**src/rtl/pipe_hazard_ctrl_pkg.sv**
```systemverilog
// pipe_hazard_ctrl_pkg: shared pipeline encodings for the hazard controller
package pipe_hazard_ctrl_pkg;
  typedef enum logic [1:0] {
    RUN      = 2'd0,
    MEM_WAIT = 2'd1,
    FLUSH    = 2'd2
  } state_t;
  localparam logic [2:0] MEM_READ_NONE = 3'd0;
  localparam int REG_AW = 5;
endpackage

```
**src/rtl/pipe_hazard_ctrl_load_use_detect.sv**
```systemverilog
// load_use_detect: flags an ID instruction that reads the destination of a load sitting in EX
import pipe_hazard_ctrl_pkg::*;

module load_use_detect (
  input  logic [REG_AW-1:0] id_rs1_addr,
  input  logic [REG_AW-1:0] id_rs2_addr,
  input  logic              id_rs1_used,
  input  logic              id_rs2_used,
  input  logic [REG_AW-1:0] ex_rd_addr,
  input  logic [2:0]        ex_mem_read,
  output logic              hazard
);
  // x0 is never a real dependency, so a load targeting it cannot stall
  always_comb
    hazard = ex_mem_read != MEM_READ_NONE && ex_rd_addr != '0 &&
             ((id_rs1_used && id_rs1_addr == ex_rd_addr) ||
              (id_rs2_used && id_rs2_addr == ex_rd_addr));
endmodule

```
**src/rtl/pipe_hazard_ctrl.sv**
```systemverilog
// pipe_hazard_ctrl: pipeline enable/flush generation for load-use, branch and memory-wait hazards
import pipe_hazard_ctrl_pkg::*;

module pipe_hazard_ctrl #(
  parameter int MEM_TIMEOUT = 255,
  parameter int CNT_WIDTH   = 32
) (
  input  logic                 clk,
  input  logic                 rst,
  input  logic [REG_AW-1:0]    id_rs1_addr,
  input  logic [REG_AW-1:0]    id_rs2_addr,
  input  logic                 id_rs1_used,
  input  logic                 id_rs2_used,
  input  logic [REG_AW-1:0]    ex_rd_addr,
  input  logic [2:0]           ex_mem_read,
  input  logic                 ex_branch_taken,
  input  logic                 mem_req,
  input  logic                 mem_ready,
  output logic                 pc_en,
  output logic                 if_id_en,
  output logic                 if_id_flush,
  output logic                 id_ex_en,
  output logic                 id_ex_flush,
  output logic                 ex_mem_en,
  output logic [CNT_WIDTH-1:0] stall_cycles,
  output logic                 mem_timeout
);
  localparam int WW = MEM_TIMEOUT < 2 ? 1 : $clog2(MEM_TIMEOUT + 1);
  localparam logic [WW-1:0] TMAX = WW'(MEM_TIMEOUT);
  state_t state, state_nxt;
  logic flush_pend, flush_pend_nxt, hazard, freeze, flush_all, lu;
  logic [WW-1:0] wait_cnt, wait_nxt;
  load_use_detect u_lud (
    .id_rs1_addr (id_rs1_addr),
    .id_rs2_addr (id_rs2_addr),
    .id_rs1_used (id_rs1_used),
    .id_rs2_used (id_rs2_used),
    .ex_rd_addr  (ex_rd_addr),
    .ex_mem_read (ex_mem_read),
    .hazard      (hazard)
  );
  // Mealy decode: a memory wait freezes everything, a branch or pending flush beats load-use
  always_comb begin
    freeze = ((state == RUN && mem_req) || state == MEM_WAIT) && !mem_ready;
    flush_all = state == FLUSH || (!freeze && ex_branch_taken);
    lu = !freeze && !flush_all && hazard;
    pc_en = !rst && !freeze && !lu;
    if_id_en = !rst && !freeze && !lu;
    if_id_flush = !rst && flush_all;
    id_ex_en = !rst && !freeze;
    id_ex_flush = !rst && (flush_all || lu);
    ex_mem_en = !rst && !freeze;
    wait_nxt = !freeze ? '0 : wait_cnt == TMAX ? wait_cnt : wait_cnt + WW'(1);
    state_nxt = state == FLUSH ? RUN : freeze ? MEM_WAIT : (state == MEM_WAIT && flush_pend) ? FLUSH : RUN;
    flush_pend_nxt = state == FLUSH ? 1'b0 : flush_pend | (freeze && ex_branch_taken);
  end
  // State, pending-flush memory, wait/stall counters and the sticky timeout flag
  always_ff @(posedge clk or posedge rst) begin
    if (rst) begin
      state <= RUN;
      flush_pend <= 1'b0;
      wait_cnt <= '0;
      stall_cycles <= '0;
      mem_timeout <= 1'b0;
    end else begin
      state <= state_nxt;
      flush_pend <= flush_pend_nxt;
      wait_cnt <= wait_nxt;
      if (!pc_en) stall_cycles <= stall_cycles + CNT_WIDTH'(1);
      if (freeze && wait_nxt == TMAX) mem_timeout <= 1'b1;
    end
  end
endmodule

```
**config.mk**
```make
export PLATFORM = sky130hd
export DESIGN_NAME = pipe_hazard_ctrl
export DESIGN_NICKNAME = d
export VERILOG_FILES = /design/src/rtl/pipe_hazard_ctrl_pkg.sv /design/src/rtl/pipe_hazard_ctrl_load_use_detect.sv /design/src/rtl/pipe_hazard_ctrl.sv
export SDC_FILE = /design/constraint.sdc
export NUM_CORES = 1
export LEC_CHECK = 0
export CORE_MARGIN = 2
export CORE_UTILIZATION = 45
export CTS_CLUSTER_SIZE = 10
export DETAILED_ROUTE_END_ITERATION = 10
export PLACE_DENSITY = 0.83
export SYNTH_ARGS = -nofsm -noshare
export SYNTH_HDL_FRONTEND = slang
export SYNTH_SLANG_ARGS = --single-unit
```
**constraint.sdc**
```tcl
create_clock -name clk -period 3.38 [get_ports clk]
set_clock_uncertainty 0.1 [all_clocks]
set_input_delay 0.845 -clock clk [delete_from_list [all_inputs] [get_ports clk]]
set_output_delay 0.845 -clock clk [all_outputs]
set_load 0.01 [all_outputs]
```
==> reports/metrics.yaml <==
status: "finished, final reports clean"
worst_pin_slew_ns: 0.471
crit_buf_inv: 2
ys_warn_count: 0
layout_min_cycle_time_ns: 3.33
grt_antenna_before_repair: 0
min_path_type: "flop to flop"
core_region_area_mm2: 0.00479
ys_seq_area_share_pct: 48.5
gr-total-overflow: 0
swShare_pct: 31.9
drive_gt1_share_pct: 9.73
clockBufferDepth: 2
p_clk_share_pct: 25.1
finalCritPeriodShare_pct: 98.5
dr.first_iter.drc_count: 158
fmax_ghz: 0.300
arrival_ns: 2.38
rr_worst_depth: 7
layout.nets: 324
htreeDepth: 2
drv_slew: 0
cts_root_buffer: "clkbuf_8"
leakagePower_nw: 1.31
cts_setup_buffers: 0
cpPeakStageDelay_ns: 0.54
crit_family: "simple AND/OR/NAND/NOR gates"
synth.avg_cell_area_um2: 10.1
synthesis.nets: 252
hold_buffers: 0
first_pass_iters: 4
min_from: "stall_cycles[31]"
first_global_vias: 1760
insertion_delay_ns: 0.30
pwr-share-seq_pct: 44.2
p_comb_share_pct: 30.6
antenna_cells: 0
globalplace.congestion: 0.785
rows: 25
worstPathMaxFanout: 3
irDropWorstVdd_mv: 0.400
finalHoldViolations: 0
end_kind: "output port"
critical_path_class: "primary input to output port"
die-area_mm2: 0.00563
tns_ns: 0
fp.dieW_um: 75.0
synth_cell_types: 38
track_usage_pct: 19.9
num_io_pins: 64
wl_per_cell_um: 14.0
die_h_um: 75.0
timing.rr.end: "stall_cycles[28]"
synth_area_mm2: 0.00227
cp_cell_sequence: "dlygate4sd2_1 > or4_4 > nor2_2 > nor3_2 > a311oi_4 > buf_2"
vias: 1881
grt_max_degree: 33
final_antenna_net_count: 0
p_int_mw: 1.15
relSlewSlack_pct: 68.5
whs_endpoint: "stall_cycles[31]"
cp_slowest_cell: "or4_4"
mostFrequentLayoutCell: "clkdlybuf4s50_1"
dp_hpwl_mm: 3.71
via_per_inst: 5.15
clkSinkCount: 44
grt_pass1_wl_mm: 8.51
critPathRequiredTime_ns: 2.43
start_util_pct: 47.4
syn_to_final_growth_pct: 37.6
path_clk_slew_ns: 0.08
layout_common_cells: "clkdlybuf4s50_1, dfrtp_1, xor2_1"
numCtsBuffers: 5
postSynthCellCount: 225
placed_cell_area_mm2: 0.00300
ys_seq_elements: 44
fin_util_pct: 65.3
cap_violations: 0
portBuffers: 63
p_per_area_mw_per_mm2: 542
design_area_mm2: 0.00312
routed_wl_mm: 5.10
r2r_start: "state[1]"
tritoncts: "done"
power_switching_mw: 0.541
drc_errors: 0
cp-start-kind: "primary input"
setup_viol: 0
hold_depth: 1
ff2ff_setup_slack_ns: 1.11
==> per-layer routing <==
metal	track usage [%]	share of wire (%)
met5	0	0
met4	8.73	2.4
met3	3.35	4.0
met2	31.6	50
met1	27.0	44
==> repair_timing <==
action                                  in CTS  in global routing
gates resized for setup                     20                  4
endpoints found under the hold margin        0                  0
endpoints found under the setup margin       6                  4
cloned                                       0                  0
pin swaps                                    5                  2
==> power by group through the flow <==
stage / combinational (mW) / sequential [mW] / clock, mW
final: 0.519 / 0.750 / 0.426
after detailed placement: 0.529 / 0.760 / 0
after global placement: 0.515 / 0.755 / 0
after CTS: 0.527 / 0.750 / 0.431
after global routing: 0.572 / 0.771 / 0.455
after floorplan: 0.212 / 0.778 / 0
==> state kept, by name, indices dropped and copies added (netlist names) <==
register and flops:
state 2, stall_cycles 32, mem_timeout 1, flush_pend 1
wait_cnt 8
==> cell usage after synthesis <==
cell type	number	area [um^2]
nor4bb_1	1	10.0
inv_4	1	6.26
buf_4	5	37.5
clkbuf_1	2	7.51
nand2b_1	1	6.26
buf_6	1	11.3
and4_1	4	35.0
mux2_1	1	11.3
and3_1	5	31.3
mux2i_1	1	10.0
a21o_1	1	7.51
xnor2_1	14	123
o21bai_1	1	7.51
nor3_1	12	60.1
or3_1	1	6.26
o22ai_1	1	6.26
nor4b_1	2	17.5
a21oi_1	5	25.0
o21ai_0	4	20.0
nand2_1	22	82.6
nand4_1	5	31.3
a311oi_4	1	26.3
and2_1	2	12.5
nand3b_1	1	7.51
nand2_2	1	6.26
dfrtp_1	44	1100
o2111ai_1	1	8.76
nor3b_1	3	22.5
a31oi_1	3	18.8
inv_1	3	11.3
xor2_1	29	254
and4b_1	1	10.0
ha_1	2	25.0
nor2_1	20	75.1
nand3_1	14	70.1
nor3_2	1	10.0
or4_1	1	7.51
nor4_1	8	50.1
==> metrics by stage <==
step | hold slack, ns | total power, mW | setup slack, ns | std cells
after floorplan | 0.346 | 0.990 | 0.179 | 225
after global placement | 0.359 | 1.27 | -0.511 | 357
after detailed placement | 0.366 | 1.29 | -0.535 | 357
after CTS | 0.377 | 1.71 | 0.0206 | 365
after global routing | 0.410 | 1.80 | -0.00278 | 365
final | 0.371 | 1.69 | 0.0519 | 365
==> how the worst max path moves through the flow <==
stage                   from        to  slack (ns)  cells after the start
6_report       ex_rd_addr[3]  if_id_en        0.05                      6
5_1_grt        ex_rd_addr[3]     pc_en      -0.003                      6
4_1_cts        ex_rd_addr[4]  if_id_en        0.02                      6
3_5_place_dp   ex_rd_addr[3]  if_id_en       -0.54                      6
3_3_place_gp   ex_rd_addr[0]  if_id_en       -0.51                      6
2_1_floorplan  ex_rd_addr[0]     pc_en        0.18                      6
==> final cells by class <==
class	count	area [um^2]
fill	375	1660
multi-input combinational	169	1110
sequential	44	1100
timing repair buffer	73	687
tap	67	83.8
clock buffer	6	82.6
clock inverter	2	38.8
inverter	4	17.5
==> cells by family after synthesis <==
kind of cell             Yosys count  synth area share (%)
XOR/XNOR                          43                  16.6
flip-flops                        44                  48.5
adder cells (fa/ha/maj)            2                  1.10
AO/OA/AOI/OAI                     17                  5.29
buffers and inverters             12                  3.25
multiplexers                       2                 0.937
AND/OR/NAND/NOR                  105                  24.3
Note: power is estimated with default switching activity, not from simulation.
